--- config.mk ---
export PLATFORM = sky130hd
export DESIGN_NAME = riscv_decode_stage_flat
export DESIGN_NICKNAME = d
export VERILOG_FILES = /design/src/rtl/riscv_defs.sv /design/src/rtl/riscv_decode_stage_if.sv /design/src/rtl/riscv_decode_stage.sv /design/src/flat_wrapper.sv
export SDC_FILE = /design/constraint.sdc
export NUM_CORES = 1
export LEC_CHECK = 0
export ABC_AREA = 1
export CAP_MARGIN = 20
export CORE_MARGIN = 4
export CORE_UTILIZATION = 53
export DETAILED_ROUTE_END_ITERATION = 8
export PLACE_DENSITY = 0.8
export SLEW_MARGIN = 10
export SYNTH_ARGS = -nofsm -noshare
export SYNTH_HDL_FRONTEND = slang
export SYNTH_SLANG_ARGS = --single-unit
--- constraint.sdc ---
create_clock -name clk -period 9.2 [get_ports clk]
set_clock_uncertainty 0.2 [all_clocks]
set_input_delay 0.92 -clock clk [delete_from_list [all_inputs] [get_ports clk]]
set_output_delay 0.92 -clock clk [all_outputs]
set_load 0.05 [all_outputs]
--- src/rtl/riscv_defs.sv ---
// Shared decode-control encodings for the RISC-V pipeline.
// The "don't care" / inactive member of every enum sits at value 0, so a
// cleared control word is the same as a bubble.
package riscv_defs;

    typedef enum logic [4:0] {
        ALU_X, ALU_ADD, ALU_SUB, ALU_SLL, ALU_SLT, ALU_SLTU, ALU_XOR, ALU_SRL,
        ALU_SRA, ALU_OR, ALU_AND, ALU_BEQ, ALU_BNE, ALU_BLT, ALU_BGE, ALU_BLTU,
        ALU_BGEU, ALU_MUL, ALU_MULH, ALU_MULHSU, ALU_MULHU, ALU_DIV, ALU_DIVU,
        ALU_REM, ALU_REMU
    } EXEC_FUN;

    typedef enum logic [1:0] {OP1_X, OP1_RS1, OP1_PC} OP1_SEL;
    typedef enum logic [2:0] {OP2_X, OP2_RS2, OP2_IMI, OP2_IMS, OP2_IMU, OP2_IMJ} OP2_SEL;
    typedef enum logic [1:0] {WB_X, WB_ALU, WB_MEM, WB_PC} WB_SEL;
    typedef enum logic       {RF_X, RF_EN} RF_WEN;
    typedef enum logic       {MEM_X, MEM_EN} MEM_WEN;
    // PC_BR: conditional branch to pc+imm, condition given by exec_fun.
    // PC_ALU: unconditional jump to the ALU result (JAL, JALR).
    typedef enum logic [1:0] {PC_PLUS4, PC_BR, PC_ALU} PC_SEL;

endpackage

--- src/rtl/riscv_decode_stage_if.sv ---
// Handshake and payload bundle of the decode stage.
//   upstream  : in_valid, in_ready, inst, pc, flush
//   downstream: out_valid, out_ready, decoded payload, illegal_cnt
// slave modport is the decode stage; master is the side driving it.
// WORD_LENGTH and CNT_WIDTH must match the attached decode stage.
interface riscv_decode_stage_if #(
    parameter int WORD_LENGTH = 32,
    parameter int CNT_WIDTH   = 16
);
    logic                   in_valid;
    logic                   in_ready;
    logic [WORD_LENGTH-1:0] inst;
    logic [WORD_LENGTH-1:0] pc;
    logic                   flush;
    logic                   out_valid;
    logic                   out_ready;
    logic [WORD_LENGTH-1:0] out_pc;
    logic [4:0]             rs1;
    logic [4:0]             rs2;
    logic [4:0]             rd;
    logic [WORD_LENGTH-1:0] imm;
    logic                   illegal;
    riscv_defs::EXEC_FUN    exec_fun;
    riscv_defs::OP1_SEL     op1_sel;
    riscv_defs::OP2_SEL     op2_sel;
    riscv_defs::WB_SEL      wb_sel;
    riscv_defs::RF_WEN      rf_wen;
    riscv_defs::MEM_WEN     mem_wen;
    riscv_defs::PC_SEL      pc_sel;
    logic [1:0]             mem_size;
    logic                   mem_unsigned;
    logic [CNT_WIDTH-1:0]   illegal_cnt;

    modport slave (
        input  in_valid, inst, pc, flush, out_ready,
        output in_ready, out_valid, out_pc, rs1, rs2, rd, imm, illegal,
               exec_fun, op1_sel, op2_sel, wb_sel, rf_wen, mem_wen, pc_sel,
               mem_size, mem_unsigned, illegal_cnt
    );

    modport master (
        output in_valid, inst, pc, flush, out_ready,
        input  in_ready, out_valid, out_pc, rs1, rs2, rd, imm, illegal,
               exec_fun, op1_sel, op2_sel, wb_sel, rf_wen, mem_wen, pc_sel,
               mem_size, mem_unsigned, illegal_cnt
    );
endinterface

--- src/rtl/riscv_decode_stage.sv ---
// RV32I (+ optional RV32M) decode stage with a one-cycle registered output
// and a skid entry, so in_ready is a plain flop ("skid empty").
// Ports: clk, rst (async, active-high), bus (riscv_decode_stage_if.slave):
//   upstream in_valid/in_ready/inst/pc, flush, downstream out_valid/out_ready,
//   decoded fields, control selects and a saturating illegal-instruction count.
module riscv_decode_stage
    import riscv_defs::*;
#(
    parameter int WORD_LENGTH = 32,
    parameter int EXT_M       = 0,
    parameter int CNT_WIDTH   = 16
) (
    input logic clk,
    input logic rst,
    riscv_decode_stage_if.slave bus
);

    typedef struct packed {
        logic [WORD_LENGTH-1:0] pc;
        logic [4:0]             rs1;
        logic [4:0]             rs2;
        logic [4:0]             rd;
        logic [WORD_LENGTH-1:0] imm;
        logic                   illegal;
        EXEC_FUN                exec_fun;
        OP1_SEL                 op1_sel;
        OP2_SEL                 op2_sel;
        WB_SEL                  wb_sel;
        RF_WEN                  rf_wen;
        MEM_WEN                 mem_wen;
        PC_SEL                  pc_sel;
        logic [1:0]             mem_size;
        logic                   mem_unsigned;
    } dec_t;

    function automatic logic [WORD_LENGTH-1:0] sext32(input logic [31:0] v);
        return WORD_LENGTH'($signed(v));
    endfunction

    logic [31:0] iw;
    logic [6:0]  opcode;
    logic [2:0]  f3;
    logic [6:0]  f7;
    logic        legal;
    dec_t        dec_p0;

    assign iw     = bus.inst[31:0];
    assign opcode = iw[6:0];
    assign f3     = iw[14:12];
    assign f7     = iw[31:25];

    // Stage 0: combinational decode of the offered instruction
    always_comb begin
        dec_p0.pc           = bus.pc;
        dec_p0.rs1          = iw[19:15];
        dec_p0.rs2          = iw[24:20];
        dec_p0.rd           = iw[11:7];
        dec_p0.imm          = '0;
        dec_p0.illegal      = 1'b0;
        dec_p0.exec_fun     = ALU_X;
        dec_p0.op1_sel      = OP1_X;
        dec_p0.op2_sel      = OP2_X;
        dec_p0.wb_sel       = WB_X;
        dec_p0.rf_wen       = RF_X;
        dec_p0.mem_wen      = MEM_X;
        dec_p0.pc_sel       = PC_PLUS4;
        dec_p0.mem_size     = 2'd0;
        dec_p0.mem_unsigned = 1'b0;
        legal               = 1'b0;
        case (opcode)
            7'b0110011: begin
                dec_p0.op1_sel = OP1_RS1;
                dec_p0.op2_sel = OP2_RS2;
                dec_p0.wb_sel  = WB_ALU;
                dec_p0.rf_wen  = RF_EN;
                if (f7 == 7'h01) begin
                    legal = (EXT_M != 0);
                    case (f3)
                        3'd0:    dec_p0.exec_fun = ALU_MUL;
                        3'd1:    dec_p0.exec_fun = ALU_MULH;
                        3'd2:    dec_p0.exec_fun = ALU_MULHSU;
                        3'd3:    dec_p0.exec_fun = ALU_MULHU;
                        3'd4:    dec_p0.exec_fun = ALU_DIV;
                        3'd5:    dec_p0.exec_fun = ALU_DIVU;
                        3'd6:    dec_p0.exec_fun = ALU_REM;
                        default: dec_p0.exec_fun = ALU_REMU;
                    endcase
                end else begin
                    legal = 1'b1;
                    case ({f7, f3})
                        10'b0000000_000: dec_p0.exec_fun = ALU_ADD;
                        10'b0100000_000: dec_p0.exec_fun = ALU_SUB;
                        10'b0000000_001: dec_p0.exec_fun = ALU_SLL;
                        10'b0000000_010: dec_p0.exec_fun = ALU_SLT;
                        10'b0000000_011: dec_p0.exec_fun = ALU_SLTU;
                        10'b0000000_100: dec_p0.exec_fun = ALU_XOR;
                        10'b0000000_101: dec_p0.exec_fun = ALU_SRL;
                        10'b0100000_101: dec_p0.exec_fun = ALU_SRA;
                        10'b0000000_110: dec_p0.exec_fun = ALU_OR;
                        10'b0000000_111: dec_p0.exec_fun = ALU_AND;
                        default:         legal = 1'b0;
                    endcase
                end
            end
            7'b0010011: begin
                dec_p0.op1_sel = OP1_RS1;
                dec_p0.op2_sel = OP2_IMI;
                dec_p0.wb_sel  = WB_ALU;
                dec_p0.rf_wen  = RF_EN;
                dec_p0.imm     = sext32({{20{iw[31]}}, iw[31:20]});
                legal          = 1'b1;
                case (f3)
                    3'd0: dec_p0.exec_fun = ALU_ADD;
                    3'd2: dec_p0.exec_fun = ALU_SLT;
                    3'd3: dec_p0.exec_fun = ALU_SLTU;
                    3'd4: dec_p0.exec_fun = ALU_XOR;
                    3'd6: dec_p0.exec_fun = ALU_OR;
                    3'd7: dec_p0.exec_fun = ALU_AND;
                    3'd1: begin
                        dec_p0.exec_fun = ALU_SLL;
                        legal           = (f7 == 7'h00);
                    end
                    default: begin
                        dec_p0.exec_fun = f7[5] ? ALU_SRA : ALU_SRL;
                        legal           = (f7 == 7'h00) || (f7 == 7'h20);
                    end
                endcase
            end
            7'b0000011: begin
                dec_p0.exec_fun     = ALU_ADD;
                dec_p0.op1_sel      = OP1_RS1;
                dec_p0.op2_sel      = OP2_IMI;
                dec_p0.wb_sel       = WB_MEM;
                dec_p0.rf_wen       = RF_EN;
                dec_p0.imm          = sext32({{20{iw[31]}}, iw[31:20]});
                dec_p0.mem_size     = f3[1:0];
                dec_p0.mem_unsigned = f3[2];
                legal = (f3 == 3'd0) || (f3 == 3'd1) || (f3 == 3'd2) ||
                        (f3 == 3'd4) || (f3 == 3'd5);
            end
            7'b0100011: begin
                dec_p0.exec_fun = ALU_ADD;
                dec_p0.op1_sel  = OP1_RS1;
                dec_p0.op2_sel  = OP2_IMS;
                dec_p0.mem_wen  = MEM_EN;
                dec_p0.imm      = sext32({{20{iw[31]}}, iw[31:25], iw[11:7]});
                dec_p0.mem_size = f3[1:0];
                legal           = (f3 <= 3'd2);
            end
            7'b1100011: begin
                dec_p0.op1_sel = OP1_RS1;
                dec_p0.op2_sel = OP2_RS2;
                dec_p0.pc_sel  = PC_BR;
                dec_p0.imm     = sext32({{19{iw[31]}}, iw[31], iw[7], iw[30:25], iw[11:8], 1'b0});
                legal          = 1'b1;
                case (f3)
                    3'd0:    dec_p0.exec_fun = ALU_BEQ;
                    3'd1:    dec_p0.exec_fun = ALU_BNE;
                    3'd4:    dec_p0.exec_fun = ALU_BLT;
                    3'd5:    dec_p0.exec_fun = ALU_BGE;
                    3'd6:    dec_p0.exec_fun = ALU_BLTU;
                    3'd7:    dec_p0.exec_fun = ALU_BGEU;
                    default: legal = 1'b0;
                endcase
            end
            7'b1101111: begin
                dec_p0.exec_fun = ALU_ADD;
                dec_p0.op1_sel  = OP1_PC;
                dec_p0.op2_sel  = OP2_IMJ;
                dec_p0.wb_sel   = WB_PC;
                dec_p0.rf_wen   = RF_EN;
                dec_p0.pc_sel   = PC_ALU;
                dec_p0.imm      = sext32({{11{iw[31]}}, iw[31], iw[19:12], iw[20], iw[30:21], 1'b0});
                legal           = 1'b1;
            end
            7'b1100111: begin
                dec_p0.exec_fun = ALU_ADD;
                dec_p0.op1_sel  = OP1_RS1;
                dec_p0.op2_sel  = OP2_IMI;
                dec_p0.wb_sel   = WB_PC;
                dec_p0.rf_wen   = RF_EN;
                dec_p0.pc_sel   = PC_ALU;
                dec_p0.imm      = sext32({{20{iw[31]}}, iw[31:20]});
                legal           = (f3 == 3'd0);
            end
            7'b0110111, 7'b0010111: begin
                // LUI adds the U-immediate to a zero operand; AUIPC adds it to pc.
                dec_p0.exec_fun = ALU_ADD;
                dec_p0.op1_sel  = opcode[5] ? OP1_X : OP1_PC;
                dec_p0.op2_sel  = OP2_IMU;
                dec_p0.wb_sel   = WB_ALU;
                dec_p0.rf_wen   = RF_EN;
                dec_p0.imm      = sext32({iw[31:12], 12'h000});
                legal           = 1'b1;
            end
            default: legal = 1'b0;
        endcase
        if (!legal) begin
            dec_p0.illegal      = 1'b1;
            dec_p0.exec_fun     = ALU_X;
            dec_p0.op1_sel      = OP1_X;
            dec_p0.op2_sel      = OP2_X;
            dec_p0.wb_sel       = WB_X;
            dec_p0.rf_wen       = RF_X;
            dec_p0.mem_wen      = MEM_X;
            dec_p0.pc_sel       = PC_PLUS4;
            dec_p0.imm          = '0;
            dec_p0.mem_size     = 2'd0;
            dec_p0.mem_unsigned = 1'b0;
        end
    end

    dec_t                 out_p1;
    dec_t                 skid_p1;
    logic                 vld_p1;
    logic                 skid_vld_p1;
    logic                 rdy_p1;
    logic [CNT_WIDTH-1:0] cnt_p1;
    logic                 accept;
    logic                 xfer;

    assign accept = bus.in_valid && rdy_p1;
    assign xfer   = vld_p1 && bus.out_ready;

    // Stage 1: output register + skid entry; rdy_p1 always equals !skid_vld_p1
    always_ff @(posedge clk or posedge rst) begin
        if (rst) begin
            out_p1      <= '0;
            skid_p1     <= '0;
            vld_p1      <= 1'b0;
            skid_vld_p1 <= 1'b0;
            rdy_p1      <= 1'b1;
            cnt_p1      <= '0;
        end else begin
            if (accept && !flush_ok() && dec_p0.illegal && (cnt_p1 != {CNT_WIDTH{1'b1}}))
                cnt_p1 <= cnt_p1 + CNT_WIDTH'(1);
            if (bus.flush) begin
                vld_p1      <= 1'b0;
                skid_vld_p1 <= 1'b0;
                rdy_p1      <= 1'b1;
            end else if (xfer) begin
                if (skid_vld_p1) begin
                    out_p1      <= skid_p1;
                    skid_vld_p1 <= 1'b0;
                    rdy_p1      <= 1'b1;
                end else if (accept) begin
                    out_p1 <= dec_p0;
                end else begin
                    vld_p1 <= 1'b0;
                end
            end else if (accept) begin
                if (!vld_p1) begin
                    out_p1 <= dec_p0;
                    vld_p1 <= 1'b1;
                end else begin
                    skid_p1     <= dec_p0;
                    skid_vld_p1 <= 1'b1;
                    rdy_p1      <= 1'b0;
                end
            end
        end
    end

    // Input offered during a flush cycle is discarded, so it is not counted.
    function automatic logic flush_ok();
        return bus.flush;
    endfunction

    assign bus.in_ready     = rdy_p1;
    assign bus.out_valid    = vld_p1;
    assign bus.out_pc       = out_p1.pc;
    assign bus.rs1          = out_p1.rs1;
    assign bus.rs2          = out_p1.rs2;
    assign bus.rd           = out_p1.rd;
    assign bus.imm          = out_p1.imm;
    assign bus.illegal      = out_p1.illegal;
    assign bus.exec_fun     = out_p1.exec_fun;
    assign bus.op1_sel      = out_p1.op1_sel;
    assign bus.op2_sel      = out_p1.op2_sel;
    assign bus.wb_sel       = out_p1.wb_sel;
    assign bus.rf_wen       = out_p1.rf_wen;
    assign bus.mem_wen      = out_p1.mem_wen;
    assign bus.pc_sel       = out_p1.pc_sel;
    assign bus.mem_size     = out_p1.mem_size;
    assign bus.mem_unsigned = out_p1.mem_unsigned;
    assign bus.illegal_cnt  = cnt_p1;

endmodule

--- src/flat_wrapper.sv ---
// flat-port wrapper written by rule: the top's interface ports become plain ports
module riscv_decode_stage_flat import riscv_defs::*;
#(
    parameter int WORD_LENGTH = 32,
    parameter int EXT_M       = 0,
    parameter int CNT_WIDTH   = 16
)
  (clk, rst, bus_in_valid, bus_inst, bus_pc, bus_flush, bus_out_ready, bus_in_ready, bus_out_valid, bus_out_pc, bus_rs1, bus_rs2, bus_rd, bus_imm, bus_illegal, bus_exec_fun, bus_op1_sel, bus_op2_sel, bus_wb_sel, bus_rf_wen, bus_mem_wen, bus_pc_sel, bus_mem_size, bus_mem_unsigned, bus_illegal_cnt);
  riscv_decode_stage_if #(.WORD_LENGTH(WORD_LENGTH), .CNT_WIDTH(CNT_WIDTH)) bus_i ();
  input logic clk;
  input logic rst;
  input wire logic [$bits(bus_i.in_valid)-1:0] bus_in_valid;
  input wire logic [$bits(bus_i.inst)-1:0] bus_inst;
  input wire logic [$bits(bus_i.pc)-1:0] bus_pc;
  input wire logic [$bits(bus_i.flush)-1:0] bus_flush;
  input wire logic [$bits(bus_i.out_ready)-1:0] bus_out_ready;
  output wire logic [$bits(bus_i.in_ready)-1:0] bus_in_ready;
  output wire logic [$bits(bus_i.out_valid)-1:0] bus_out_valid;
  output wire logic [$bits(bus_i.out_pc)-1:0] bus_out_pc;
  output wire logic [$bits(bus_i.rs1)-1:0] bus_rs1;
  output wire logic [$bits(bus_i.rs2)-1:0] bus_rs2;
  output wire logic [$bits(bus_i.rd)-1:0] bus_rd;
  output wire logic [$bits(bus_i.imm)-1:0] bus_imm;
  output wire logic [$bits(bus_i.illegal)-1:0] bus_illegal;
  output wire logic [$bits(bus_i.exec_fun)-1:0] bus_exec_fun;
  output wire logic [$bits(bus_i.op1_sel)-1:0] bus_op1_sel;
  output wire logic [$bits(bus_i.op2_sel)-1:0] bus_op2_sel;
  output wire logic [$bits(bus_i.wb_sel)-1:0] bus_wb_sel;
  output wire logic [$bits(bus_i.rf_wen)-1:0] bus_rf_wen;
  output wire logic [$bits(bus_i.mem_wen)-1:0] bus_mem_wen;
  output wire logic [$bits(bus_i.pc_sel)-1:0] bus_pc_sel;
  output wire logic [$bits(bus_i.mem_size)-1:0] bus_mem_size;
  output wire logic [$bits(bus_i.mem_unsigned)-1:0] bus_mem_unsigned;
  output wire logic [$bits(bus_i.illegal_cnt)-1:0] bus_illegal_cnt;
  assign bus_i.in_valid = bus_in_valid;
  assign bus_i.inst = bus_inst;
  assign bus_i.pc = bus_pc;
  assign bus_i.flush = bus_flush;
  assign bus_i.out_ready = bus_out_ready;
  assign bus_in_ready = bus_i.in_ready;
  assign bus_out_valid = bus_i.out_valid;
  assign bus_out_pc = bus_i.out_pc;
  assign bus_rs1 = bus_i.rs1;
  assign bus_rs2 = bus_i.rs2;
  assign bus_rd = bus_i.rd;
  assign bus_imm = bus_i.imm;
  assign bus_illegal = bus_i.illegal;
  assign bus_exec_fun = bus_i.exec_fun;
  assign bus_op1_sel = bus_i.op1_sel;
  assign bus_op2_sel = bus_i.op2_sel;
  assign bus_wb_sel = bus_i.wb_sel;
  assign bus_rf_wen = bus_i.rf_wen;
  assign bus_mem_wen = bus_i.mem_wen;
  assign bus_pc_sel = bus_i.pc_sel;
  assign bus_mem_size = bus_i.mem_size;
  assign bus_mem_unsigned = bus_i.mem_unsigned;
  assign bus_illegal_cnt = bus_i.illegal_cnt;
  riscv_decode_stage #(.WORD_LENGTH(WORD_LENGTH), .EXT_M(EXT_M), .CNT_WIDTH(CNT_WIDTH)) u_core (.clk(clk), .rst(rst), .bus(bus_i));
endmodule
==> results of run 1 <==
[state kept, by name, indices dropped and copies added (netlist names)]
signal,flops
u_core.bus.op1_sel,2
u_core.bus.illegal_cnt,16
u_core.bus.out_valid,1
u_core.bus.exec_fun,5
u_core.bus.wb_sel,2
u_core.bus.illegal,1
u_core.bus.imm,32
u_core.bus.rs1,5
u_core.skid_vld_p1,1
u_core.bus.op2_sel,3
u_core.skid_p1,99
u_core.bus.mem_unsigned,1
u_core.bus.rd,5
u_core.bus.mem_size,2
u_core.bus.rs2,5
u_core.bus.mem_wen,1
u_core.bus.in_ready,1
u_core.bus.pc_sel,2
u_core.bus.rf_wen,1
u_core.bus.out_pc,32
[worst paths after layout]
kind / startpoint / endpoint / cells after the start
max: bus_out_ready / u_core.skid_p1[60]$_DFFE_PP0P_ / 11
min in group asynchronous: rst / u_core.bus.out_pc[30]$_DFFE_PP0P_ / 2
max in group asynchronous: rst / u_core.skid_p1[92]$_DFFE_PP0P_ / 3
min reg2reg: u_core.skid_p1[82]$_DFFE_PP0P_ / u_core.skid_p1[82]$_DFFE_PP0P_ / 2
min: u_core.skid_p1[82]$_DFFE_PP0P_ / u_core.skid_p1[82]$_DFFE_PP0P_ / 2
max reg2reg: u_core.bus.out_valid$_DFFE_PP0P_ / u_core.skid_p1[60]$_DFFE_PP0P_ / 10
[power by group]
group	switching [mW]	internal, mW	leakage [nW]	total (mW)
sequential	0.127	1.17	2.80	1.30
combinational	0.868	0.402	3.72	1.27
clock	0.368	0.522	0.353	0.889
total	1.36	2.09	6.87	3.46
[per-layer routing]
metal	up-vias	global-route usage, %	part of all wire (%)
li1	4817	-	-
met1	4530	36.10	43
met2	344	40.57	45
met3	48	3.998	8.5
met4	0	7.643	2.7
met5	-	0	0
[synthesized netlist by cell type]
library cell	instances
sky130_fd_sc_hd__a21oi_1	9
sky130_fd_sc_hd__a31oi_1	48
sky130_fd_sc_hd__and2_4	1
sky130_fd_sc_hd__buf_1	1
sky130_fd_sc_hd__buf_2	19
sky130_fd_sc_hd__buf_4	2
sky130_fd_sc_hd__buf_6	5
sky130_fd_sc_hd__clkbuf_1	50
sky130_fd_sc_hd__dfrtp_1	216
sky130_fd_sc_hd__dfstp_2	1
sky130_fd_sc_hd__ha_1	1
sky130_fd_sc_hd__inv_1	58
sky130_fd_sc_hd__inv_2	15
sky130_fd_sc_hd__nand2_1	620
sky130_fd_sc_hd__nand2_2	3
sky130_fd_sc_hd__nand3_1	50
sky130_fd_sc_hd__nand3b_1	3
sky130_fd_sc_hd__nand4_1	4
sky130_fd_sc_hd__nor2_1	196
sky130_fd_sc_hd__nor2_2	8
sky130_fd_sc_hd__nor2_4	2
sky130_fd_sc_hd__nor2_8	1
sky130_fd_sc_hd__nor3_1	10
sky130_fd_sc_hd__nor4_1	1
sky130_fd_sc_hd__o2111ai_1	1
sky130_fd_sc_hd__o211ai_1	3
sky130_fd_sc_hd__o21ai_0	46
sky130_fd_sc_hd__o21ai_1	45
sky130_fd_sc_hd__o21bai_1	1
sky130_fd_sc_hd__o22ai_1	7
sky130_fd_sc_hd__o31ai_1	1
sky130_fd_sc_hd__xnor2_1	7
sky130_fd_sc_hd__xor2_1	7
[cells by family after synthesis]
| family | count (synthesis) |
|---|---|
| compound gates | 161 |
| simple gates | 899 |
| fa+ha+maj | 1 |
| xor+xnor | 14 |
| flops | 217 |
| buf+inv | 150 |
[area by class of cell]
type	count	area (um2)	area share, %
Tap cell	265	331.6	2.499
Clock inverter	5	50.05	0.3773
Sequential cell	217	5431	40.94
Inverter	73	286.5	2.160
Timing Repair Buffer	194	1919	14.47
Multi-Input combinational cell	1075	4583	34.55
Clock buffer	36	664.4	5.008
[worst register-to-register path, cell delays in order, from the launching register on]
cell                      delay, ps
sky130_fd_sc_hd__dfrtp_1        410
sky130_fd_sc_hd__nand2_1        150
sky130_fd_sc_hd__inv_1          100
sky130_fd_sc_hd__nor2_1          60
sky130_fd_sc_hd__nand2_1         70
sky130_fd_sc_hd__o21ai_0        170
sky130_fd_sc_hd__nor2_4         780
sky130_fd_sc_hd__inv_4          470
sky130_fd_sc_hd__buf_4          540
sky130_fd_sc_hd__nand2_1        190
sky130_fd_sc_hd__o21ai_0        110
==> flow_summary.json, run 1 <==
{
  "grt_first_pass_wirelength_um": 46780,
  "worst_slew_margin_rel_pct": 34.86,
  "post_cts.repair.setup_buffers": 0,
  "synth.net_count": 1512,
  "path_delay_family": "buffers and inverters",
  "worst_skew_pair.late_latency_ps": 500,
  "ys_warn_count": 0,
  "fin_total_pwr_mw": 3.456,
  "synth_simple_gate_area_share_pct": 33.29,
  "initial_antenna_violation_count": 0,
  "timing.hold.ws_ps": 271.2,
  "row_count": 51,
  "setup_cp_type": "in2reg",
  "post_dp_cell_area_um2": 12550,
  "synth_top_family_by_area": "simple AND/OR/NAND/NOR gates",
  "synth_xor_area_share_pct": 1.154,
  "fillCellCount": 1683,
  "timing_hold_violations_final": 0,
  "ioPinCount": 186,
  "cp_capture_type": "flip-flop",
  "max_slew.worst_pin.slew_ps": 977.2,
  "drtIter0Drc": 891,
  "timing.setup.tns_ps": 0,
  "grt_max_degree": 141,
  "cp_slowest_stage_delay_ps": 770,
  "post_route_standard_cell_area_excluding_fillers_um2": 13270,
  "timing.reg2reg.setup_slack_ps": 5800,
  "multiplexer_area_fraction_after_synthesis_pct": 0,
  "crit_path_top_delay_cell": "sky130_fd_sc_hd__nor2_4",
  "synth-adder-area-share_pct": 0.1177,
  "route.final.wire_length_um": 28250,
  "setup_viols_final": 0,
  "ctsHoldBuffers": 0,
  "finish.utilization_pct": 67.72,
  "drt-wirelength-per-cell_um": 15.15,
  "clk_transition_reported_paths_ps": 60,
  "fmaxAchievable_mhz": 259.5,
  "grt.total_usage_pct": 25.39,
  "drc_errors": 0,
  "die_height_um": 149.6,
  "syn-instance-count": 1442,
  "p_per_area_nw_per_um2": 260.5,
  "dieWidth_um": 149.6,
  "post-synth-top-area-cell": "sky130_fd_sc_hd__dfrtp_1",
  "fin_crit_sh_pct": 41.89,
  "synth_area_um2": 10630,
  "dp_slack_ps": 4906,
  "routed-via-count": 9739,
  "timing_max_transition_violations_final": 0,
  "status": "finished clean",
  "timing.max_cap.violations": 0,
  "tritoncts": "yes",
  "cts_num_sinks": 217,
  "vias_per_cell": 5.222,
  "cts_max_path_buffers": 3,
  "synth_compound_gate_area_share_pct": 8.383,
  "postLayoutSetupSlackWorst_ps": 5346,
  "design.final.nets": 1654,
  "gpl.final_weighted_congestion": 0.9174,
  "library_cell_used_as_clock_root_buffer": "sky130_fd_sc_hd__clkbuf_16",
  "placed_cells_incl_taps": 1824,
  "most_common_cell_after_layout_fill_and_taps_aside": "sky130_fd_sc_hd__nand2_1",
  "synth_top_area_share_pct": 50.87,
  "place.detailed.hpwl_um": 19100,
  "firstDrtPassIters": 5,
  "synth_area_per_cell_um2": 7.369,
  "h-tree-depth": 1,
  "static-leakage-power_nw": 6.870,
  "area_growth_syn_to_layout_pct": 24.84,
  "power.ir.vdd_worst_uv": 135.3,
  "drive_above_1_share_pct": 4.750,
  "first_global_vias": 9411,
  "startpoint_type": "input pin",
  "timing.critical_path.required_ps": 9340,
  "grt-ovfl-total": 0,
  "final_cell_mix": "620 x sky130_fd_sc_hd__nand2_1, 216 x sky130_fd_sc_hd__dfrtp_1, 194 x sky130_fd_sc_hd__nor2_1, 185 x sky130_fd_sc_hd__clkdlybuf4s50_1, 56 x sky130_fd_sc_hd__inv_1",
  "critPathMostFrequentCell": "sky130_fd_sc_hd__nand2_1",
  "port_buffers": 185,
  "cts_repair_resize_count": 0,
  "yosys.cell_types.count": 33,
  "synth.area.top_cells": "sky130_fd_sc_hd__dfrtp_1 51%, sky130_fd_sc_hd__nand2_1 22%, sky130_fd_sc_hd__nor2_1 6.9%",
  "worstPathMaxFanout": 95,
  "critical_path_buffers_and_inverters": 4,
  "antenna_cells": 0,
  "worstPathCellList": "clkdlybuf4s50_1, nand2_1, inv_1, nor2_1, nand2_1, o21ai_0, nor2_4, inv_4, buf_4, nand2_1, o21ai_0",
  "grt_setup_unrepaired": "false",
  "stdcell_count": 1865,
  "start_util_pct": 54.24,
  "fin_crit_ps": 3854,
  "hp-class": "reg2reg",
  "numCtsBuffers": 23,
  "synth-seq-cells": 217,
  "die_ar_um2": 22380,
  "antenna_left": 0,
  "seq_area_frac_synth_pct": 51.11,
  "core_box_area_um2": 19590,
  "crit_arrival_ps": 3990
}
(Power assumes the default switching activity.)
==> run 2, diff against run 1 <==
Settings changed: CORE_UTILIZATION 53 to 48, PLACE_DENSITY 0.8 to 0.77.
Clock period 9.2 ns to 3.45 ns, I/O delays scaled along.
==> run 2 against run 1 <==
Final cell count rose by 1.3%. Count of clock-buffer cells in the layout fell by 2. Utilization fell by 5.6 points. Via count rose by 0.27%. Combinational power rose to 2.7 times the previous value. Register-to-register slack got worse by 5200 ps. Hold slack got worse by 85 ps. Clock power rose to 3.0 times the previous value. Die area rose by 9.9%. Sequential share of layout area fell by 0.89 points. Non-clock buffer count rose by 8. Global-route usage fell by 2.2 points. Largest cell class unchanged. Largest power group unchanged. Highest routed layer unchanged.
==> flow_summary.json, run 2 (synthesis gave the netlist of run 1 again) <==
{
  "cts_repair_resize_count": 0,
  "worst_slew_margin_rel_pct": 37.51,
  "clock_power_share_pct": 27.7,
  "cp_slowest_stage_delay_ps": 600,
  "firstDrtPassIters": 5,
  "die_height_um": 156.8,
  "share_comb_of_total_power_pct": 36.0,
  "power.ir.vdd_worst_uv": 313.0,
  "gpl.final_weighted_congestion": 0.9252,
  "fmaxAchievable_mhz": 351.1,
  "sequential_fraction_of_design_power_pct": 36.3,
  "routed-via-count": 9765,
  "ioPinCount": 186,
  "grt_first_pass_wirelength_um": 46800,
  "clk_transition_reported_paths_ps": 60,
  "first_global_vias": 9282,
  "place.detailed.hpwl_um": 19900,
  "timing.max_cap.violations": 0,
  "cts_max_path_buffers": 3,
  "h-tree-depth": 1,
  "timing.critical_path.required_ps": 3670,
  "port_buffers": 185,
  "drive_above_1_share_pct": 5.531,
  "fin_crit_ps": 2849,
  "core_box_area_um2": 21820,
  "global_route.peak_usage_layer": "met2",
  "initial_antenna_violation_count": 0,
  "area_growth_syn_to_layout_pct": 27.61,
  "critPathLaunch": "u_core.bus.illegal_cnt[0]$_DFFE_PP0P_",
  "route.final.wire_length_um": 28800,
  "die_ar_um2": 24580,
  "antenna_left": 0,
  "fraction_of_met2_tracks_used_by_global_routing_pct": 38.02,
  "hp-class": "in2async",
  "design.final.nets": 1663,
  "status": "finished clean",
  "worst_skew_pair.late_latency_ps": 510,
  "cts_num_sinks": 217,
  "worstPathCellList": "ha_1, nand3_1, nor4_1, nor3_1, buf_4, nand2_1, nand2_1, o21ai_1",
  "vias_per_cell": 5.169,
  "timing.reg2reg.setup_slack_ps": 600,
  "numCtsBuffers": 24,
  "static-leakage-power_nw": 6.991,
  "crit-reg2reg-launch": "u_core.bus.illegal_cnt[0]$_DFFE_PP0P_",
  "crit_path_top_delay_cell": "sky130_fd_sc_hd__nor4_1",
  "setup_viols_final": 0,
  "grt_max_degree": 101,
  "critPathMostFrequentCell": "sky130_fd_sc_hd__nand2_1",
  "final_cell_mix": "620 x sky130_fd_sc_hd__nand2_1, 216 x sky130_fd_sc_hd__dfrtp_1, 194 x sky130_fd_sc_hd__nor2_1, 185 x sky130_fd_sc_hd__clkdlybuf4s50_1, 56 x sky130_fd_sc_hd__inv_1",
  "switchingPower_mw": 3.657,
  "largest_register_ffs": 99,
  "power_switching_share_pct": 38.48,
  "drt-wirelength-per-cell_um": 15.25,
  "tritoncts": "yes",
  "timing.setup.tns_ps": 0,
  "grt-ovfl-total": 0,
  "drtIter0Drc": 763,
  "worstPathMaxFanout": 20,
  "cp_capture_type": "flip-flop",
  "drc_errors": 0,
  "dieWidth_um": 156.8,
  "row_count": 54,
  "timing_hold_violations_final": 0,
  "library_cell_used_as_clock_root_buffer": "sky130_fd_sc_hd__clkbuf_16",
  "fin_crit_sh_pct": 82.57,
  "start_util_pct": 48.69,
  "p_per_area_nw_per_um2": 700.7,
  "grt.total_usage_pct": 23.17,
  "gr-usage-met1_pct": 33.05,
  "timing_max_transition_violations_final": 0,
  "max_slew.worst_pin.slew_ps": 935.4,
  "most_common_cell_after_layout_fill_and_taps_aside": "sky130_fd_sc_hd__nand2_1",
  "antenna_cells": 0,
  "grt_setup_unrepaired": "false",
  "max_flop_register": "u_core.skid_p1",
  "setup_cp_type": "reg2reg",
  "intPower_mw": 5.845,
  "gr-usage-met3_pct": 3.014,
  "ctsHoldBuffers": 0,
  "fillCellCount": 1894,
  "post_cts.repair.setup_buffers": 0,
  "finish.utilization_pct": 62.14,
  "startpoint_type": "flip-flop",
  "crit_arrival_ps": 3060
}
-- run 2: path summary, 6_finish.rpt --
kind                                                           to  cells past startpoint
min in group clk                   u_core.skid_p1[69]$_DFFE_PP0P_                      3
hold / removal              u_core.bus.illegal_cnt[3]$_DFFE_PP0P_                      2
setup reg to reg           u_core.bus.illegal_cnt[14]$_DFFE_PP0P_                      8
hold reg to reg                    u_core.skid_p1[69]$_DFFE_PP0P_                      2
max in group asynchronous       u_core.bus.out_pc[17]$_DFFE_PP0P_                      3
setup / recovery           u_core.bus.illegal_cnt[14]$_DFFE_PP0P_                      8
-- run 2: cell type report --
type / count / area (um2) / share of cell area (%)
Multi-Input combinational cell: 1075 / 4583 / 33.80
Tap cell: 280 / 350.3 / 2.584
Clock buffer: 34 / 699.4 / 5.158
Inverter: 73 / 282.8 / 2.085
Clock inverter: 8 / 121.4 / 0.8950
Timing Repair Buffer: 202 / 2092 / 15.43
Sequential cell: 217 / 5431 / 40.05
-- run 2: per-layer routing --
layer | wire, um | vias up
met5 | 0 | -
met4 | 581 | 0
met3 | 1922 | 41
met2 | 13680 | 340
met1 | 12620 | 4549
li1 | - | 4835
-- run 2: through the flow --
stage	setup slack, ps	hold slack, ps	total power, mW	area [um2]	instances
2_1_floorplan	79.70	242.2	5.700	10630	1442
3_3_place_gp	460.5	253.5	6.847	12740	1847
3_5_place_dp	414.9	258.6	6.914	12740	1847
4_1_cts	548.8	194.7	9.586	13560	1889
5_1_grt	312.4	224.1	9.967	13560	1889
6_report	601.4	186.6	9.502	13560	1889
-- run 2: critical path: cells and delay by family, from the launching register on --
family / cells / cell delay, ps
buf+inv: 1 / 220
simple gates: 5 / 1520
fa+ha+maj: 1 / 260
compound gates: 1 / 100
flops: 1 / 450
-- run 2: power groups by stage --
stage / Clock, mW / Sequential [mW] / Combinational (mW)
2_1_floorplan: 0 / 4.80 / 0.902
3_3_place_gp: 0 / 3.47 / 3.38
3_5_place_dp: 0 / 3.49 / 3.42
4_1_cts: 2.70 / 3.45 / 3.44
5_1_grt: 2.80 / 3.52 / 3.64
6_report: 2.64 / 3.45 / 3.42
